$ cat config.mk
export PLATFORM = sky130hd
export DESIGN_NAME = adc_capture_ctrl
export DESIGN_NICKNAME = d
export VERILOG_FILES = /design/src/rtl/adc_capture_ctrl.sv
export SDC_FILE = /design/constraint.sdc
export NUM_CORES = 1
export LEC_CHECK = 0
export BUFFER_PORTS_ARGS = -buffer_cell sky130_fd_sc_hd__buf_2
export CAP_MARGIN = 20
export CORE_UTILIZATION = 53
export DETAILED_ROUTE_END_ITERATION = 8
export PLACE_DENSITY = 0.89
export SETUP_SLACK_MARGIN = 0.05
export SYNTH_ARGS = -nofsm -noshare
export SYNTH_HDL_FRONTEND = slang
export SYNTH_SLANG_ARGS = --single-unit
$ cat constraint.sdc
create_clock -name clk -period 6 [get_ports clk]
set_clock_uncertainty 0.05 [all_clocks]
set_input_delay 1.2 -clock clk [delete_from_list [all_inputs] [get_ports clk]]
set_output_delay 1.2 -clock clk [all_outputs]
set_load 0.05 [all_outputs]
$ cat src/rtl/adc_capture_ctrl.sv
// Triggered capture sequencer: arms, waits for a trigger, then streams decimated
// {timestamp, sample} words into the sample RAM starting at address 0.
module adc_capture_ctrl #(
  parameter int unsigned DATA_W = 12,
  parameter int unsigned TS_W   = 32,
  parameter int unsigned ADDR_W = 10
) (
  input  logic                   clk,
  input  logic                   rst,
  input  logic                   arm,
  input  logic                   abort,
  input  logic [1:0]             trig_mode,
  input  logic                   sw_trig,
  input  logic                   ext_trig,
  input  logic [DATA_W-1:0]      threshold,
  input  logic [ADDR_W-1:0]      capture_len,
  input  logic [7:0]             decim,
  input  logic [DATA_W-1:0]      ad_data,
  input  logic [TS_W-1:0]        ad_time,
  output logic                   wr_en,
  output logic [ADDR_W-1:0]      wr_addr,
  output logic [DATA_W+TS_W-1:0] wr_data,
  output logic [TS_W-1:0]        trig_time,
  output logic                   busy,
  output logic                   done,
  output logic [1:0]             state
);

  typedef enum logic [1:0] {
    StIdle    = 2'd0,
    StArmed   = 2'd1,
    StCapture = 2'd2,
    StDone    = 2'd3
  } state_e;

  state_e                  state_q, state_d;
  logic [1:0]              mode_q, mode_d;
  logic [DATA_W-1:0]       thr_q, thr_d;
  logic [ADDR_W-1:0]       len_q, len_d;
  logic [7:0]              decim_q, decim_d;
  logic [DATA_W-1:0]       prev_q, prev_d;
  logic                    prev_valid_q, prev_valid_d;
  logic [7:0]              dcnt_q, dcnt_d;
  logic                    wr_en_q, wr_en_d;
  logic [ADDR_W-1:0]       wr_addr_q, wr_addr_d;
  logic [DATA_W+TS_W-1:0]  wr_data_q, wr_data_d;
  logic [TS_W-1:0]         trig_time_q, trig_time_d;

  logic                    trig_hit;
  logic [ADDR_W-1:0]       last_addr;
  logic [ADDR_W-1:0]       next_addr;

  // len = 0 wraps to all-ones here, which is exactly the 2**ADDR_W case.
  assign last_addr = len_q - ADDR_W'(1);
  assign next_addr = wr_addr_q + ADDR_W'(1);

  // Threshold modes need a primed previous sample; first ARMED cycle cannot fire them.
  always_comb begin
    trig_hit = 1'b0;
    case (mode_q)
      2'd0:    trig_hit = sw_trig;
      2'd1:    trig_hit = prev_valid_q && (prev_q < thr_q) && (ad_data >= thr_q);
      2'd2:    trig_hit = prev_valid_q && (prev_q > thr_q) && (ad_data <= thr_q);
      2'd3:    trig_hit = ext_trig;
      default: trig_hit = 1'b0;
    endcase
  end

  always_comb begin
    state_d      = state_q;
    mode_d       = mode_q;
    thr_d        = thr_q;
    len_d        = len_q;
    decim_d      = decim_q;
    prev_d       = prev_q;
    prev_valid_d = prev_valid_q;
    dcnt_d       = dcnt_q;
    wr_en_d      = 1'b0;
    wr_addr_d    = wr_addr_q;
    wr_data_d    = wr_data_q;
    trig_time_d  = trig_time_q;

    if (abort) begin
      state_d = StIdle;
    end else begin
      unique case (state_q)
        StIdle, StDone: begin
          if (arm) begin
            state_d      = StArmed;
            mode_d       = trig_mode;
            thr_d        = threshold;
            len_d        = capture_len;
            decim_d      = decim;
            prev_valid_d = 1'b0;
          end
        end
        StArmed: begin
          prev_d       = ad_data;
          prev_valid_d = 1'b1;
          if (trig_hit) begin
            // The trigger sample itself is always stored at address 0.
            state_d     = (last_addr == '0) ? StDone : StCapture;
            trig_time_d = ad_time;
            dcnt_d      = '0;
            wr_en_d     = 1'b1;
            wr_addr_d   = '0;
            wr_data_d   = {ad_time, ad_data};
          end
        end
        StCapture: begin
          if (dcnt_q == decim_q) begin
            dcnt_d    = '0;
            wr_en_d   = 1'b1;
            wr_addr_d = next_addr;
            wr_data_d = {ad_time, ad_data};
            if (next_addr == last_addr) begin
              state_d = StDone;
            end
          end else begin
            dcnt_d = dcnt_q + 8'd1;
          end
        end
        default: state_d = StIdle;
      endcase
    end
  end

  always_ff @(posedge clk or posedge rst) begin
    if (rst) begin
      state_q      <= StIdle;
      mode_q       <= '0;
      thr_q        <= '0;
      len_q        <= '0;
      decim_q      <= '0;
      prev_q       <= '0;
      prev_valid_q <= 1'b0;
      dcnt_q       <= '0;
      wr_en_q      <= 1'b0;
      wr_addr_q    <= '0;
      wr_data_q    <= '0;
      trig_time_q  <= '0;
    end else begin
      state_q      <= state_d;
      mode_q       <= mode_d;
      thr_q        <= thr_d;
      len_q        <= len_d;
      decim_q      <= decim_d;
      prev_q       <= prev_d;
      prev_valid_q <= prev_valid_d;
      dcnt_q       <= dcnt_d;
      wr_en_q      <= wr_en_d;
      wr_addr_q    <= wr_addr_d;
      wr_data_q    <= wr_data_d;
      trig_time_q  <= trig_time_d;
    end
  end

  assign wr_en     = wr_en_q;
  assign wr_addr   = wr_addr_q;
  assign wr_data   = wr_data_q;
  assign trig_time = trig_time_q;
  assign busy      = (state_q == StArmed) || (state_q == StCapture);
  assign done      = (state_q == StDone);
  assign state     = state_q;

endmodule

; ---- Yosys cells after proc, flatten, opt, wreduce, memory -nomap -nowiden
; Index checks and enable logic that the tools add are counted.
[op_classes]
addsub = 3
magnitude_cmp = 4
n_mux = 23
bitwise = 1
eq_ne = 15
n_reduce_logical = 18
[op_table]
columns = op, n
row1 = 44-bit 2-to-1 mux, 2
row2 = 44-bit one-hot mux with 2 select lines, 1
row3 = 10-bit 2-to-1 mux, 2
row4 = 10-bit one-hot mux with 2 select lines, 1
row5 = 8-bit 2-to-1 mux, 2
row6 = 8-bit one-hot mux with 2 select lines, 1
row7 = 12-bit >= comparator, 1
row8 = 12-bit greater-than comparator, 1
row9 = 12-bit less-or-equal comparator, 1
row10 = 12-bit less-than comparator, 1
row11 = "3-bit != test, second input constant", 4
row12 = 3-bit AND reduction, 4
row13 = "10-bit by 1-bit adder with 10-bit output, second input constant", 1
row14 = 10-bit equality test, 1
row15 = 10-bit logical NOT, 1
row16 = 2-bit 2-to-1 mux, 5
row17 = "10-bit by 1-bit subtractor with 10-bit output, second input constant", 1
row18 = "8-bit by 1-bit adder with 8-bit output, second input constant", 1
row19 = "2-bit equality test, second input constant", 4
row20 = 8-bit equality test, 1
row21 = 4-bit AND reduction, 2
row22 = "2-bit != test, second input constant", 3
row23 = 2-bit one-hot mux with 3 select lines, 1
row24 = 1-bit 2-to-1 mux, 5
row25 = 10 further kinds, 17
[word_totals]
inputBits = 82
reg_bits = 142

; ---- Longest topological paths before layout
[depth]
ltp_word = 7
ltp_mapped = 12
depth_no_buf = 10

; ---- Worst setup path before layout
; OpenSTA, ideal clock, no wires.
[synth_timing]
kind = input-to-reg
start = in ad_data[11]
end = reg trig_time_q[12], in the netlist trig_time[12]
n_path_buf = 1
arrival_ns = 3.423
path_slack_ns = 2.403
setup_time_ns = 0.125
stages = 10
cell_sequence = ha_1 -> nand4_1 -> or3_1 -> o22ai_1 -> nor3_1 -> o311ai_1 -> nand2_1 -> nor3_2 -> buf_2 -> mux2_2
[synth_between]
elab_chain_cells = 4
elab_cells_between_ends = 6
cone_classes = order compare (2) / mux (1) / reduce/logical (3)
[synth_lines]
columns = element, line_no
row1 = from (decl), 18  ; input logic [DATA_W-1:0] ad_data,
row2 = 12-bit less-or-equal comparator or 12-bit >= comparator (tied branches), "63, 62"
row3 = "1-bit logical AND, on equally long branches", "63, 62"
row4 = 1-bit one-hot mux with 4 select lines (*), 60  ; case (mode_q)
row5 = 3-bit AND reduction (no source line) (*), n/a
row6 = to (signal assigned), 154  ; trig_time_q <= trig_time_d;
row7 = to (decl), 47  ; logic [TS_W-1:0] trig_time_q, trig_time_d;
; Every way passes the cells marked *; elsewhere a longest branch is shown, timed or not.
; A chain may end at the register's enable or synchronous reset.

; ---- Final worst setup path
[layout_timing]
start = in ad_data[11]
end = reg wr_data_q[2], in the netlist wr_data[2]
[layout_between]
elab_chain_cells = 5
elab_cells_between_ends = 7
cone_classes = order compare (2) / eq/ne (1) / mux (1) / reduce/logical (3)
[layout_lines]
columns = element, line_no
row1 = 12-bit less-or-equal comparator or 12-bit >= comparator (tied branches), "63, 62"
row2 = "1-bit logical AND, on equally long branches", "63, 62"
row3 = 1-bit one-hot mux with 4 select lines (*), 60
row4 = 2-bit != test (no source line) (*), n/a
row5 = 4-bit AND reduction (no source line) (*), n/a
row6 = to (signal assigned), 153  ; wr_data_q <= wr_data_d;
row7 = to (decl), 46  ; logic [DATA_W+TS_W-1:0] wr_data_q, wr_data_d;
; Marks and branches as above.

==> summary.txt <==
Drt
  • ANT nets after route: 0
  • DRC violations left: 0
  • Vias per cell: 5.54
  • Routed via count: 5068
  • Initial DRC Count: 378
  • DRT Pass-1 Iters: 5
  • Final WL: 15.9 mm
  • Routed length per placed instance: 17.4 µm

CTS
  • Worst skew pair latency: 0.42 ns
  • CTS clk-pin slew, worst paths: 0.06 ns
  • Number of hold buffers added after cts: 0
  • CTS resizes: 0
  • CTS tree: yes
  • Post CTS Setup Buffer Count: 0
  • Clock sink total: 142
  • Clock Path Buffers: 2
  • Root buf cell: clkbuf_16
  • H-tree level count: 4
  • TritonCTS Buffers: 17

Timing
  • Count of pins over their slew limit: 0
  • Least-Margin Pin Slew: 0.960 ns
  • Final setup fails: 0
  • Relative slew margins: 36.0%
  • Final worst path period need: 4.04 ns
  • RSZ-0062 raised after global routing: no
  • Final cycle utilization of the critical path: 67.3%
  • Hold_ws: 0.434 ns
  • Fin. Hold Viols: 0
  • FMAX: 247 MHz
  • Final setup TNS: 0 ns

Status
  • Status: finished clean

Logic synthesis
  • Synth top area share: 51.9%
  • Synthesized Nets: 662
  • YS warnings: 0
  • Top-count cell post-synth: dfrtp_1
  • Synth area leader: dfrtp_1
  • Most common library cells after synthesis: dfrtp_1, mux2_2, mux2_1
  • Synth area leaders: dfrtp_1, mux2_2, mux2_1
  • Synthesized instance count: 549
  • Number of flops mapped to enable cells by yosys: 0
  • Synth cell types: 54
  • Top_reg_cell synth: dfrtp_1
  • Post-synthesis cell area: 0.00685 mm²
  • Sequential element share of the synthesized area: 51.9%
  • Post-synth ARST share: 100%
  • Syn_area_per_cell: 12.5 µm²
  • FF+latch count, synth: 142

Worst setup path
  • Cell mode on critical path: buf_4
  • CP max FO: 30
  • Worst Setup Start Kind: primary input
  • Setup crit end kind: register
  • Buf+Inv Stages, Crit Path: 3
  • FF-to-FF Start: state[0]$_DFFE_PP0P_
  • Kind of critical path: in2reg
  • Slowest cell on crit path: buf_4
  • Reg2reg path depth: 8
  • Critical path arrival: 4.29 ns
  • WP depth: 12
  • Crit-path max cell delay: 0.45 ns
  • FF-to-FF End: wr_data[2]$_DFFE_PP0P_
  • CP startpoint: ad_data[11]
  • Required @ worst endpoint: 6.25 ns
  • Crit path capture: wr_data[2]$_DFFE_PP0P_
  • R2R setup slack: 2.21 ns
  • CP Cell Sequence: buf_2, ha_1, nand4_1, or3_1, o22ai_1, nor2_1, o221a_2, a21o_1, buf_4, nand2_2, buf_4, mux2_1
  • Largest delay share family, worst path: simple AND/OR/NAND/NOR gates

Die
  • Die height: 116 µm
  • Row count: 41
  • Io pins: 173
  • Die Area: 0.0134 mm²
  • Core area: 0.0126 mm²
  • Initial Utilization: 54.3%
  • Die width: 116 µm

Cells and area
  • Fillers: 922
  • Multi-input gate area: 0.00311 mm²
  • Layout cells sized above 1: 40.3%
  • Final #Nets: 840
  • Sequential cell area: 0.00355 mm²
  • Area delta synth->final: 23.9%

Placement
  • Detail Placement HPWL: 11.7 mm
  • I/O Buffers: 172
  • Routability-driven placement congestion ratio: 0.862

Power and ir drop
  • Pleak: 4.06 nW
  • Power Dens Cells: 647 mW/mm²
  • Max rail drop VDD: 0.576 mV

Run
  • Max-cap violations: 0

Global route
  • Vias in the first global route: 5421
  • Grt ovf: 0
  • Largest net degree at the start of global routing: 95
  • Initial antenna violation count: 2
  • First-pass GRT wire length: 26.4 mm
  • Total Routing Usage GR: 25.9%

Min path
  • Min-delay worst type: reg2reg
-- flip-flops by register name, summed over array words and instances (netlist names) --
name          cells
state             2
mode_q            2
dcnt_q            8
wr_addr          10
trig_time        32
decim_q           8
wr_data          44
prev_valid_q      1
prev_q           12
thr_q            12
len_q            10
wr_en             1
-- metrics by stage --
| step | util (%) | cells | power, W | setup slack (ns) | instance area [µm²] |
|---|---|---|---|---|---|
| detailed placement | 62.7 | 880 | 0.00447 | 1.55 | 7910 |
| global placement | 62.5 | 878 | 0.00433 | 1.68 | 7890 |
| finish | 67.3 | 914 | 0.00549 | 1.96 | 8490 |
| global route | 67.3 | 913 | 0.00579 | 1.82 | 8490 |
| floorplan | - | 549 | 0.00379 | 0.940 | 6850 |
| CTS | 67.2 | 912 | 0.00552 | 1.97 | 8490 |
-- logic make-up (layout without fill, tap and decap cells) --
group / after synthesis / count (layout) / synth area share, %
DFF: 142 / 142 / 51.9
adders and majority gates: 31 / 31 / 5.66
muxes: 123 / 123 / 20.1
xor gates and xnor gates: 30 / 30 / 3.94
buffers and inverters: 50 / 241 / 2.92
AOI/OAI and AO/OA: 55 / 55 / 6.48
other: 0 / 2 / 0
and+or+nand+nor: 118 / 118 / 9.00
-- worst min-delay path by stage --
stage	start	end	slack, ns	depth (start not counted)
2_1_floorplan	thr_q[10]$_DFFE_PP0P_	thr_q[10]$_DFFE_PP0P_	0.43	1
3_3_place_gp	trig_time[29]$_DFFE_PP0P_	trig_time[29]$_DFFE_PP0P_	0.41	1
3_5_place_dp	trig_time[28]$_DFFE_PP0P_	trig_time[28]$_DFFE_PP0P_	0.42	1
4_1_cts	wr_data[1]$_DFFE_PP0P_	wr_data[1]$_DFFE_PP0P_	0.44	1
5_1_grt	wr_data[7]$_DFFE_PP0P_	wr_data[7]$_DFFE_PP0P_	0.46	1
6_report	wr_data[1]$_DFFE_PP0P_	wr_data[1]$_DFFE_PP0P_	0.43	1
-- layout by cell type (no fill, tap or decap), drive strengths merged, types with 5 or more instances in the layout --
master    n
o211ai    6
nand2    30
xor2     13
nor4      5
nand4     8
xnor2    17
inv      36
dfrtp   142
nand3    22
mux2    119
nor3      7
or2       6
clkbuf   17
buf     179
ha       31
clkinv    6
a32o      9
nor2     21
a21oi    12
-- metal layers --
metal  routed length [µm]  up-vias  global-route usage, %
met4                  354        0                   12.1
met1                 6460     2502                   30.3
li1                     -     2325                      -
met3                 1260       31                   8.53
met2                 7860      210                   43.4
met5                    0        -                      0
-- layout make-up --
class                      count  area share (%)
timing repair buffer         179            10.8
multi-input combinational    357            36.6
clock buffer                  17            5.01
antenna                        2          0.0589
clock inverter                15            1.78
sequential                   142            41.9
tap                          172            2.53
inverter                      30            1.39
-- where the power goes --
part,internal [W],switching [W]
sequential,0.00140,0.000289
clock,0.000583,0.000443
combinational,0.000922,0.00186
total,0.00290,0.00259
Power figures use the tool's default switching activity.
